## config.mk

```make
export PLATFORM = sky130hd
export DESIGN_NAME = demux_1_to_8_deser
export DESIGN_NICKNAME = d
export VERILOG_FILES = /design/src/rtl/demux_pkg.sv /design/src/rtl/deser_out_stage.sv /design/src/rtl/demux_1_to_8_deser.sv
export SDC_FILE = /design/constraint.sdc
export NUM_CORES = 1
export LEC_CHECK = 0
export ABC_CLOCK_PERIOD_IN_PS = 2300
export BUFFER_PORTS_ARGS = -buffer_cell sky130_fd_sc_hd__buf_4
export CORE_MARGIN = 2
export CORE_UTILIZATION = 49
export DETAILED_ROUTE_END_ITERATION = 8
export PLACE_DENSITY = 0.72
export SLEW_MARGIN = 30
export SYNTH_ARGS = -nofsm -noshare
export SYNTH_HDL_FRONTEND = slang
export SYNTH_SLANG_ARGS = --single-unit
export TNS_END_PERCENT = 10
```

## constraint.sdc

```tcl
create_clock -name clk -period 2.3 [get_ports clk]
set_clock_uncertainty 0.2 [all_clocks]
set_input_delay 0.23 -clock clk [delete_from_list [all_inputs] [get_ports clk]]
set_output_delay 0.23 -clock clk [all_outputs]
set_load 0.05 [all_outputs]
```

## src/rtl/demux_pkg.sv

```systemverilog
// Shared constants and presentation-state encoding for the 1-to-8 serial demultiplexer.
package demux_pkg;
  localparam int NSLOT  = 8;
  localparam int SLOT_W = $clog2(NSLOT);

  typedef enum logic {
    EMPTY = 1'b0,
    FULL  = 1'b1
  } pres_state_e;
endpackage

```

## src/rtl/deser_out_stage.sv

```systemverilog
// Presentation stage: holds the completed byte until the consumer takes it and
// flags bytes that complete while the previous one is still waiting.
module deser_out_stage
  import demux_pkg::*;
#(
  parameter int W = 8
) (
  input  logic         clk,
  input  logic         rst_n,
  input  logic         i_complete,
  input  logic [W-1:0] i_byte,
  input  logic         i_ready,
  input  logic         i_sync,
  output logic [W-1:0] o_data,
  output logic         o_valid,
  output logic         o_overrun
);

  pres_state_e  r_state;
  logic [W-1:0] r_data;
  logic         r_overrun;
  logic         w_drop;

  assign w_drop = i_complete && (r_state == FULL) && !i_ready;

  always_ff @(posedge clk or negedge rst_n) begin
    if (!rst_n) begin
      r_state   <= EMPTY;
      r_data    <= '0;
      r_overrun <= 1'b0;
    end else begin
      case (r_state)
        EMPTY: begin
          if (i_complete) begin
            r_data  <= i_byte;
            r_state <= FULL;
          end
        end
        FULL: begin
          // A pop and a push in the same cycle swap bytes with no valid gap.
          if (i_ready) begin
            if (i_complete) r_data <= i_byte;
            else            r_state <= EMPTY;
          end
        end
        default: r_state <= EMPTY;
      endcase
      // A drop wins over sync so the loss is never silently erased.
      if (w_drop)      r_overrun <= 1'b1;
      else if (i_sync) r_overrun <= 1'b0;
    end
  end

  assign o_data    = r_data;
  assign o_valid   = (r_state == FULL);
  assign o_overrun = r_overrun;

endmodule

```

## src/rtl/demux_1_to_8_deser.sv

```systemverilog
// Serial-to-byte demultiplexer: routes accepted bits to slots (auto-increment or
// external select), completes a byte when every slot has been written.
module demux_1_to_8_deser #(
  parameter int NSLOT = demux_pkg::NSLOT
) (
  input  logic                        clk,
  input  logic                        rst_n,
  input  logic                        in,
  input  logic                        in_valid,
  input  logic                        sync,
  input  logic                        sel_mode,
  input  logic [demux_pkg::SLOT_W-1:0] sel,
  output logic [NSLOT-1:0]            out,
  output logic                        out_valid,
  input  logic                        out_ready,
  output logic [demux_pkg::SLOT_W-1:0] slot,
  output logic                        overrun
);
  import demux_pkg::*;

  logic [NSLOT-1:0]  r_collect;
  logic [NSLOT-1:0]  r_mask;
  logic [SLOT_W-1:0] r_slot;

  logic [NSLOT-1:0]  w_mask_base;
  logic [SLOT_W-1:0] w_slot_base;
  logic [SLOT_W-1:0] w_idx;
  logic [NSLOT-1:0]  w_collect;
  logic [NSLOT-1:0]  w_mask;
  logic              w_complete;

  // Sync clears first, so a bit accepted alongside it starts the new frame.
  always_comb begin
    w_mask_base = sync ? '0 : r_mask;
    w_slot_base = sync ? '0 : r_slot;
    w_idx       = sel_mode ? sel : w_slot_base;
    w_collect   = r_collect;
    w_mask      = w_mask_base;
    if (in_valid) begin
      w_collect[w_idx] = in;
      w_mask[w_idx]    = 1'b1;
    end
    w_complete = in_valid && (&w_mask);
  end

  always_ff @(posedge clk or negedge rst_n) begin
    if (!rst_n) begin
      r_collect <= '0;
      r_mask    <= '0;
      r_slot    <= '0;
    end else begin
      r_collect <= w_collect;
      r_mask    <= w_complete ? '0 : w_mask;
      r_slot    <= (in_valid && !sel_mode) ? w_slot_base + 1'b1 : w_slot_base;
    end
  end

  deser_out_stage #(.W(NSLOT)) u_out (
    .clk        (clk),
    .rst_n      (rst_n),
    .i_complete (w_complete),
    .i_byte     (w_collect),
    .i_ready    (out_ready),
    .i_sync     (sync),
    .o_data     (out),
    .o_valid    (out_valid),
    .o_overrun  (overrun)
  );

  assign slot = r_slot;

endmodule

```

==> metrics.cfg, run 1 <==
[power_and_ir_drop]
leakage_nw=0.882
seq_power_share=0.518
power.internal_w=0.000824
irDropWorstVdd_uv=539
finalPower_w=0.00111
combinationalPowerShare=0.169
power.share.switching=0.258
p_clk_frac=0.313
powerDensity_mw_per_mm2=603
switching_power_w=0.000286

[yosys]
synth-main-ff-cell=dfrtp_1
synthTopCellsByArea=dfrtp_1 (53%), mux2_2 (14%), nand2_1 (4.7%)
synth-seq-area-share=0.534
ys_types=30
avgSynthCellArea_sq_um=11.3
yosysTopAreaCell=dfrtp_1
async_reset_ff_frac=1.00
syn_inst=120
ys_warn_count=0
syn_area_sq_mm=0.00136
yosysMostFrequentCell=dfrtp_1
netlist.area_leader.share=0.534
synth_nets=130
synth_edf_count=0
ys_ff_latch=29
synthTopCellsByCount=dfrtp_1 (29), mux2_2 (17), nand2_1 (17)

[flow_run]
maxCapViolCount=0

[critical_path]
critPathKind=reg -> reg
reg2reg_slack_ns=-0.13
rr_startpoint=slot[1]
r2r_end=u_out.o_data[5]
startpoint=slot[1]
path_max_fanout=8
required_ns=2.31
reg2reg_depth=7
cp-start-kind=register
endpoint_kind=register
arrival_ns=2.44

[min_path]
hold_class=in -> reg
min_to=r_collect[2]
hold_depth=2
hp-start=in

[cells_and_area]
regArea_sq_um=729
layout.nets=177
design_area_sq_mm=0.00184
final_layout_size_suffix_gt1_frac=0.470
area_delta_synth_final_pct=35.2
n_antenna_cell=0
nFillCells=208
instances_no_fill=199
multi_input_area_sq_um=659

[timing]
worst_hold_slack_ns=0.0176
fmax_ghz=0.411
worst_slack_ns=-0.130
setup_tns_ns=-1.16
final_hold_viol_count=0
period_share=1.06
slew_violations=0
relSlewSlack=0.752
rsz0062_at_grt=true
setup_viol=16
worstMarginPinSlew_ns=0.372
fin_crit_ns=2.43

[placement]
portBuffers=22
globalplace.congestion=0.857
dpl-instance-area_sq_mm=0.00168
hpwlAfterDp_um=2120
placedCellCount=187

[drt]
vias_per_cell=5.43
dr.pass1.iters=4
drc=0
routed_wl_um=3010
num_vias=1080
drtAntennaViolNets=0
initialDrtViolationCount=57
wl_per_cell_um=15.1

[clocking]
cts_root_buffer=clkbuf_4
cts.sinks=29
h-tree-depth=2
cts_buffer_depth=2
cts.reportedPaths.clkPinSlew_ns=0.09
numCtsBuffers=5
clk-insertion-delay-late_ns=0.33
cts_tree=yes

[global_route]
grt_pass1_wl_um=5250
grt_overflow=0
antenna_found_initial=0
track_usage=0.218
grt_max_degree=30
grt_pass1_vias=1135

[floorplanning]
chipHeight_um=56.7
die_width_um=56.7
rows=19
die_area_sq_mm=0.00321
start_util=0.506
core_sq_mm=0.00269
io_pins=23

[status]
violations=negative setup slack
status=finished, violations left

## area by class of cell
cell class,count,share of cell area
inverter,2,0.00408
clock inverter,1,0.00272
tap,31,0.0211
sequential,29,0.397
timing repair buffer,43,0.182
clock buffer,7,0.0354
multi-input combinational,86,0.359
## power by group through the flow
stage               Clock (W)  Combinational [W]  Sequential, W
floorplan                   0          0.0000900       0.000595
global placement            0           0.000169       0.000581
detailed placement          0           0.000177       0.000584
CTS                  0.000363           0.000187       0.000574
global route         0.000387           0.000206       0.000579
finish               0.000347           0.000188       0.000575
## logic make-up after synthesis
family | Yosys count | synth area share
AND/OR/NAND/NOR | 46 | 0.190
buffers and inverters | 5 | 0.0193
multiplexers | 17 | 0.141
AO/OA/AOI/OAI | 20 | 0.0975
flip-flops | 29 | 0.534
XOR/XNOR | 3 | 0.0193
## what timing repair did
action | 4_1_cts | 5_1_grt
endpoints found under the hold margin | 30 | 0
endpoints found under the setup margin | 18 | 18
hold buffers | 3 | 0
pin swaps | 3 | 0
cloned | 0 | 0
gates resized for setup | 12 | 3
buffers inserted | 1 | 0
## state kept, by name, indices dropped and copies added, names as in the netlist
register,flops
r_mask,8
u_out.o_data,8
u_out.o_overrun,1
slot,3
u_out.o_valid,1
r_collect,8
## critical path: stages, from the launching register on
cell and delay (ns):
dfrtp_2 0.42, or4b_4 0.48, o21ai_2 0.08, o211ai_1 0.10
a22o_1 0.25, nor4b_4 0.28, buf_6 0.20, mux2_4 0.31
## layout by cell type (no fill, tap or decap), types with 2 or more instances in the layout
cell	netlist	final
mux2_4	0	8
dfrtp_2	0	3
nor2_1	4	4
dlygate4sd3_1	0	3
clkbuf_8	0	2
xnor2_1	2	2
a22o_1	2	2
dfrtp_1	29	26
o211ai_1	2	2
clkbuf_4	0	5
and3_2	2	2
nand3b_1	2	2
nand3_1	12	12
buf_4	0	39
nand2_1	17	17
a21oi_1	8	8
inv_1	2	2
mux2_2	17	9
## per-stage QoR
step	setup slack (ns)	util
after floorplan	-0.344	-
after global placement	-0.158	0.625
after detailed placement	-0.214	0.625
after CTS	-0.156	0.684
after global routing	-0.207	0.685
final	-0.130	0.685
## worst max-delay path by stage
stage / cells past startpoint / slack, ns / end
floorplan: 6 / -0.34 / u_out.o_data[0]
global placement: 9 / -0.16 / u_out.o_data[4]
detailed placement: 9 / -0.21 / u_out.o_data[7]
CTS: 7 / -0.16 / u_out.o_data[7]
global route: 7 / -0.21 / u_out.o_data[5]
finish: 7 / -0.13 / u_out.o_data[5]
## routing by layer
layer	vias up	GRT usage	routed length, um
met4	0	0.116	78
met1	513	0.257	1270
li1	530	-	-
met3	8	0.0622	131
met2	29	0.357	1530
met5	-	0	0
(Power assumes the default switching activity.)
==> run 2: changes to the inputs <==
--- a/config.mk
+++ b/config.mk
@@ -11,6 +11,7 @@
 export CORE_UTILIZATION = 49
 export DETAILED_ROUTE_END_ITERATION = 8
 export PLACE_DENSITY = 0.72
+export SKIP_CTS_REPAIR_TIMING = 1
 export SLEW_MARGIN = 30
 export SYNTH_ARGS = -nofsm -noshare
 export SYNTH_HDL_FRONTEND = slang
==> run 2 against run 1 <==
  * Largest cell class unchanged
  * Global-route usage fell by 1.1 points
  * Sequential share of layout area up 0.60 points
  * The flow still finishes with violations (negative setup slack)
  * Core utilization is 1.0 points lower
  * Critical endpoint unchanged
  * Via count rose by 0.74%
  * Worst hold slack got worse by 0.0065 ns
  * Count of clock-buffer cells in the layout is the same
  * Critical path depth stayed put
==> metrics.cfg, run 2 (synthesis gave the netlist of run 1 again) <==
[status]
status=finished, violations left
violations=negative setup slack

[floorplanning]
chipHeight_um=56.7  ; unchanged
rows=19  ; unchanged
start_util=0.506  ; unchanged
die_area_sq_mm=0.00321  ; unchanged
core_sq_mm=0.00269  ; unchanged
die_width_um=56.7  ; unchanged
io_pins=23  ; unchanged

[cells_and_area]
nFillCells=209  ; +0.48%
regArea_sq_um=729  ; unchanged
instances_no_fill=196  ; -1.5%
layout_commonest_cell=buf_4
final_layout_size_suffix_gt1_frac=0.473  ; +0.00249
layout.nets=174  ; -1.7%
multi_input_area_sq_um=659  ; unchanged
n_antenna_cell=0  ; unchanged
fin_util=0.674  ; -0.0102
area_delta_synth_final_pct=33.2
mostFrequentLayoutCells=buf_4 (38), dfrtp_1 (26), nand2_1 (17)

[clocking]
clk-insertion-delay-late_ns=0.32  ; about the same
cts_buffer_depth=2  ; unchanged
cts.sinks=29  ; unchanged
numCtsBuffers=5  ; unchanged
h-tree-depth=2  ; unchanged
cts.reportedPaths.clkPinSlew_ns=0.09  ; about the same
cts_root_buffer=clkbuf_4
cts_tree=yes

[flow_run]
maxCapViolCount=0  ; unchanged

[critical_path]
reg2reg_depth=7  ; unchanged
path_max_fanout=8  ; unchanged
required_ns=2.31  ; about the same
arrival_ns=2.45  ; about the same
endpoint_kind=register
cp-start-kind=register
critPathKind=reg -> reg

[global_route]
antenna_found_initial=0  ; unchanged
grt_pass1_wl_um=5000  ; -4.7%
track_usage=0.207  ; -0.0107
grt_pass1_vias=1090  ; -4.0%
grt_overflow=0  ; unchanged
grt_max_degree=30  ; unchanged

[placement]
hpwlAfterDp_um=2120  ; unchanged
globalplace.congestion=0.857  ; unchanged
placedCellCount=187  ; unchanged
portBuffers=22  ; unchanged

[timing]
period_share=1.06  ; +0.00406
fin_crit_ns=2.44  ; +0.00933 ns
relSlewSlack=0.750  ; -0.00204
slew_violations=0  ; unchanged
worstMarginPinSlew_ns=0.375  ; +0.00307 ns
final_hold_viol_count=0  ; unchanged
worst_slack_ns=-0.140  ; -0.00933 ns
rsz0062_at_grt=true
setup_tns_ns=-1.25  ; -0.0878 ns
fmax_ghz=0.410  ; -0.38%
setup_viol=16  ; unchanged

[power_and_ir_drop]
leakage_nw=0.868  ; -1.5%
finalPower_w=0.00111  ; -0.32%
irDropWorstVdd_uv=539  ; about the same
powerDensity_mw_per_mm2=611  ; +1.2%

[drt]
dr.pass1.iters=4  ; unchanged
wl_per_cell_um=15.1  ; -0.19%
drtAntennaViolNets=0  ; unchanged
routed_wl_um=2960  ; -1.7%
num_vias=1088  ; +0.74%
drc=0  ; unchanged
initialDrtViolationCount=57  ; unchanged
vias_per_cell=5.55  ; +2.3%

[min_path]
hold_class=in -> reg
hold_depth=3  ; +1

## run 2: routing by layer
metal	GRT usage	vias to the layer above	share of wire	wire [um]
li1	-	521	-	-
met1	0.248	525	0.42	1260
met2	0.331	34	0.50	1470
met3	0.0645	8	0.051	151
met4	0.112	0	0.026	78
met5	0	-	0	0
## run 2: worst paths after layout
check | from | slack [ns] | endpoint
setup / recovery | slot[1] | -0.14 | u_out.o_data[5]
hold / removal | sync | 0.01 | slot[1]
setup reg to reg | slot[1] | -0.14 | u_out.o_data[5]
hold reg to reg | r_collect[2] | 0.30 | r_collect[2]
max in group asynchronous | rst_n | 1.45 | slot[0]
min in group asynchronous | rst_n | 0.16 | u_out.o_valid
## run 2: worst max-delay path: stages (launching register included)
cell	delay [ns]
dfrtp_2	0.41
or4b_4	0.48
o21ai_2	0.09
o211ai_1	0.11
a22o_1	0.25
nor4b_4	0.28
buf_6	0.20
mux2_4	0.31
## run 2: power by group
part	internal (W)	total, W	switching (W)
registers	0.000558	0.000575	0.0000168
logic	0.0000862	0.000184	0.0000978
clock network	0.000177	0.000348	0.000171
## run 2: final cells by class
class                   instances  share of cell area
flip-flops and latches         29               0.403
multi-input cells              86               0.364
repair buffers                 40               0.169
clock buffers                   7              0.0359
well taps                      31              0.0214
inverters                       2             0.00414
clock inverters                 1             0.00276
## run 2: per-stage QoR
step	hold WS, ns	instance area [sq um]	setup WS, ns
2_1_floorplan	-0.266	1370	-0.344
3_3_place_gp	-0.0407	1680	-0.158
3_5_place_dp	-0.0250	1680	-0.214
4_1_cts	-0.395	1750	-0.202
5_1_grt	0.00566	1810	-0.217
6_report	0.0112	1810	-0.140
